`src/rtl/cpu_run_ctrl.sv`:
```
// cpu_run_ctrl: program sequencer on the responder side of the start/done run
// handshake. Owns the instruction ROM address, qualifies datapath commits, and
// ends a run on HALT or when the RUN-cycle watchdog expires.
module cpu_run_ctrl #(
  parameter int PC_W       = 7,
  parameter int INSTR_W    = 9,
  parameter int MAX_CYCLES = 1023
) (
  input  logic               clk,
  input  logic               reset,
  input  logic               start,
  output logic               done,
  output logic               timeout,
  output logic [PC_W-1:0]    pc,
  input  logic [INSTR_W-1:0] instr,
  input  logic               zero_flag,
  output logic               exec_en,
  output logic [9:0]         cycle_count
);

  localparam logic [1:0] S_IDLE = 2'd0;
  localparam logic [1:0] S_RUN  = 2'd1;
  localparam logic [1:0] S_DONE = 2'd2;

  logic [1:0]           state;
  logic [2:0]           opcode;
  logic [INSTR_W-4:0]   operand;
  logic [PC_W-1:0]      target;
  logic                 is_halt;
  logic                 is_jmp;
  logic                 is_brz;
  logic [PC_W-1:0]      pc_next;
  logic [9:0]           cnt_next;
  logic                 wd_hit;

  // Instruction decode; branch/jump targets are the operand zero-extended
  always_comb begin
    opcode  = instr[INSTR_W-1 -: 3];
    operand = instr[INSTR_W-4:0];
    target  = PC_W'(operand);
    is_halt = (opcode == 3'b111) && (operand == '0);
    is_jmp  = (opcode == 3'b111) && (operand != '0);
    is_brz  = (opcode == 3'b110);
  end

  // Next PC for an executing instruction (sequential flow wraps naturally)
  always_comb begin
    pc_next = pc + 1'b1;
    if (is_jmp)
      pc_next = target;
    else if (is_brz && zero_flag)
      pc_next = target;
  end

  // Saturating cycle counter increment and watchdog expiry on that value
  always_comb begin
    cnt_next = (cycle_count == 10'd1023) ? cycle_count : cycle_count + 10'd1;
    wd_hit   = (MAX_CYCLES != 0) && ({22'd0, cnt_next} == 32'(MAX_CYCLES)) && !is_halt;
  end

  // Commit qualifier: only in RUN, never for HALT, and suppressed during reset
  always_comb begin
    exec_en = reset && (state == S_RUN) && !is_halt;
  end

  // Run-control FSM with PC, counter and status registers
  always_ff @(posedge clk or negedge reset) begin
    if (!reset) begin
      state       <= S_IDLE;
      pc          <= '0;
      done        <= 1'b0;
      timeout     <= 1'b0;
      cycle_count <= '0;
    end else begin
      case (state)
        S_IDLE, S_DONE: begin
          if (start) begin
            state       <= S_RUN;
            pc          <= '0;
            done        <= 1'b0;
            timeout     <= 1'b0;
            cycle_count <= '0;
          end
        end
        S_RUN: begin
          cycle_count <= cnt_next;
          if (is_halt) begin
            state <= S_DONE;
            done  <= 1'b1;
          end else begin
            // The expiring instruction still executes, so its PC step lands
            pc <= pc_next;
            if (wd_hit) begin
              state   <= S_DONE;
              done    <= 1'b1;
              timeout <= 1'b1;
            end
          end
        end
        default: state <= S_IDLE;
      endcase
    end
  end

endmodule
```
`config.mk`:
```
export PLATFORM = sky130hd
export DESIGN_NAME = cpu_run_ctrl
export DESIGN_NICKNAME = d
export VERILOG_FILES = /design/src/rtl/cpu_run_ctrl.sv
export SDC_FILE = /design/constraint.sdc
export NUM_CORES = 1
export LEC_CHECK = 0
export CAP_MARGIN = 20
export CORE_UTILIZATION = 30
export CTS_BUF_LIST = sky130_fd_sc_hd__clkbuf_4
export DETAILED_ROUTE_END_ITERATION = 10
export SYNTH_ARGS = -nofsm -noshare
export SYNTH_HDL_FRONTEND = slang
export SYNTH_SLANG_ARGS = --single-unit
```
`constraint.sdc`:
```
create_clock -name clk -period 4.4 [get_ports clk]
set_input_delay 0.88 -clock clk [delete_from_list [all_inputs] [get_ports clk]]
set_output_delay 0.88 -clock clk [all_outputs]
set_load 0.1 [all_outputs]
```
==> out/metrics.csv <==
metric;value;unit
Slew headroom;0.3515;
startpoint types;input port;
maximum operating frequency;294.9;MHz
Distinct cells, synth;40;
Pwr per Cell Area;664.9;nW/um^2
portion of synthesized cell area occupied by the leading cell type;0.3959;
category of the most critical setup path;input port to output port;
layout-stage area growth over the synthesis result;28.84;%
CTS max path bufs;2;
category of cells accounting for the largest share of critical-path delay;simple AND/OR/NAND/NOR gates;
hold buffers post-CTS;0;
syn nets;172;
endpoint of the most critical register-to-register path;state[0];
status;complete, no violations;
maximum resistive drop on vdd;0.0003228;V
horizontal die dimension;68.52;um
critical-path cell with the highest stage delay;nor4_1;
number of H-tree levels;1;
smallest hold slack;525.8;ps
count of max-cap constraint violations;0;
Die ar.;4695;sq um
Main synth FF type;dfrtp_1;
# resized after CTS;0;
proportion of layout cells with a drive suffix above 1;0.07447;
CTS clk-pin slew, worst paths;130;ps
average vias per placed instance;5.508;
WP data required;3520;ps
Layout Skew;7.129;ps
core region area;4115;sq um
number of synthesized flops with an enable pin;0;
summed area of non-filler cells in the final layout;1710;sq um
Period minus WS final;3391;ps
Crit path largest cell delay;470;ps
number of hold-slack violations in the final timing report;0;
cells along the critical path;clkdlybuf4s50_1 > nor4_1 > a31oi_1 > and2_1 > buf_4;
Post-CTS Repair Setup Buffers;0;
post-detailed-route count of antenna-violating nets;0;
Worst Tran Pin Value;969.8;ps
clock root buffer;clkbuf_4;
most area-hungry cell type in the Yosys netlist;dfrtp_1;
starting density of the core;0.3226;
number of design-rule violations left by the first detailed-router iteration;55;
final period utilization;0.7706;
number of port buffers;32;
main area contributors after synthesis;dfrtp_1 40%, o21ai_0 5.7%, a21oi_1 3.8%;
insertion delay of the later-clocked pin in the worst-skew pair;320;ps
global route overflow;0;
Hold Path End;state[1];
vertical die dimension;68.52;um
area after detailed placement;1683;sq um
number of warnings reported in the yosys synthesis log;0;
wire length of the first global-routing pass;5816;um
total length of routed wires;3563;um
largest net degree at the start of global routing;23;
most repeated cell in the gate-level netlist after synthesis;dfrtp_1;
instance count of the mapped netlist;157;
sequential fraction of the synthesis area;0.3959;
fin nets;204;
summed instance area of the synthesized netlist;1328;sq um
num ports;33;
register-to-register setup slack;1980;ps
TritonCTS clock tree;done;
R2R Path Start;cycle_count[0];
HPWL after detailed placement;2639;um
unrepaired setup endpoints after global routing;false;
Worst Path Max Fanout;5;
Mapped Avg Cell Area;8.456;sq um
instance count along the most critical hold path;1;
Placer Congestion;0.9033;
gr usage total;0.1655;
leading post-synthesis cells by instance count;21 x dfrtp_1, 15 x o21ai_0, 13 x nand2_1;
number of setup violations in the final report;0;
number of rows in the core area;23;
mean routed wirelength per cell;14.97;um
critical path endpoint category;output port;
total number of vias;1311;
Num CTS Buffers;3;
WP buf/inv;2;
LEAKAGE;0.6760;nW
depth of the worst register-to-register path;7;
DR DRC count;0;
fraction of synthesis flops using an asynchronous set or reset pin;1.000;
Max Transition Viols Final;0;
setup TNS;0;ps
number of synthesized register bits;21;
drt first pass iters;4;
via count of the first global-routing pass;1236;
# clock sinks;21;
number of diodes added for antenna fixing;0;
startpoint of the tightest hold check path;state[0];
Min-Delay Path Class;flip-flop to flip-flop;
initial antenna violation count;0;
CP arrival;2510;ps
cell type report:
| cell class | count | area, sq um |
|---|---|---|
| Multi-Input combinational cell | 127 | 750.7 |
| Clock buffer | 3 | 22.52 |
| Timing Repair Buffer | 35 | 340.3 |
| Inverter | 1 | 3.754 |
| Tap cell | 50 | 62.56 |
| Fill cell | 419 | 2405 |
| Sequential cell | 21 | 525.5 |
| Clock inverter | 1 | 5.005 |
layer usage:
metal,vias up,global-route usage,wire length (um)
met5,-,0,0
li1,661,-,-
met1,616,0.2393,1736
met2,30,0.2537,1662
met3,4,0.01480,121
met4,0,0.06250,42
registers in the layout, summed over array words and instances, names as in the netlist:
| register | count |
|---|---|
| cycle_count | 10 |
| done | 1 |
| pc | 7 |
| state | 2 |
| timeout | 1 |
where the power goes:
| part | switching [W] | internal, W |
|---|---|---|
| clock network | 0.0000658 | 0.0000340 |
| logic | 0.000526 | 0.000190 |
| registers | 0.0000767 | 0.000245 |
kinds of logic after synthesis:
| kind of cell | count (synthesis) | share of synthesized area |
|---|---|---|
| muxes | 3 | 0.02356 |
| AOI/OAI and AO/OA | 48 | 0.2253 |
| DFF | 21 | 0.3958 |
| buffers and inverters | 9 | 0.03863 |
| adders and majority gates | 2 | 0.01885 |
| and+or+nand+nor | 74 | 0.2978 |
how the worst max path moves through the flow:
stage | end | depth (start not counted) | from | slack (ps)
global placement | exec_en | 5 | instr[1] | 1040
detailed placement | exec_en | 5 | instr[1] | 1010
finish | exec_en | 5 | instr[1] | 1010
floorplan | exec_en | 3 | instr[8] | 1380
CTS | exec_en | 5 | instr[1] | 1000
global route | exec_en | 5 | instr[1] | 810
stage by stage:
stage	total power, W	utilization	instances	setup slack [ps]
2_1_floorplan	0.0008637	-	157	1377
3_3_place_gp	0.001026	0.4089	234	1039
3_5_place_dp	0.001034	0.4089	234	1008
4_1_cts	0.001138	0.4156	238	999.9
5_1_grt	0.001204	0.4156	238	814.3
6_report	0.001137	0.4156	238	1009
worst reg2reg max path: stages (launching register included):
cell and delay, ps:
dfrtp_1 530, ha_1 330, nand2_1 220, nor3_1 470, a21oi_1 110, and4bb_2 340, a21oi_1 100, or2_1 230
cells in the final DEF, fill, tap and decap left out, types with 3 or more instances in the layout:
master,Yosys,routed
a21oi_1,10,10
o21ai_0,15,15
clkdlybuf4s50_1,0,31
nand2_1,13,13
nor2_1,12,12
and2_1,3,3
a31oi_1,7,7
nor2b_1,4,4
nor3_1,8,8
nand2b_1,5,5
and3_1,5,5
nand3_1,9,9
buf_4,2,4
clkbuf_4,0,3
a22o_1,4,4
nand4_1,5,5
dfrtp_1,21,21
No activity file was read; power rests on OpenSTA's default activity.
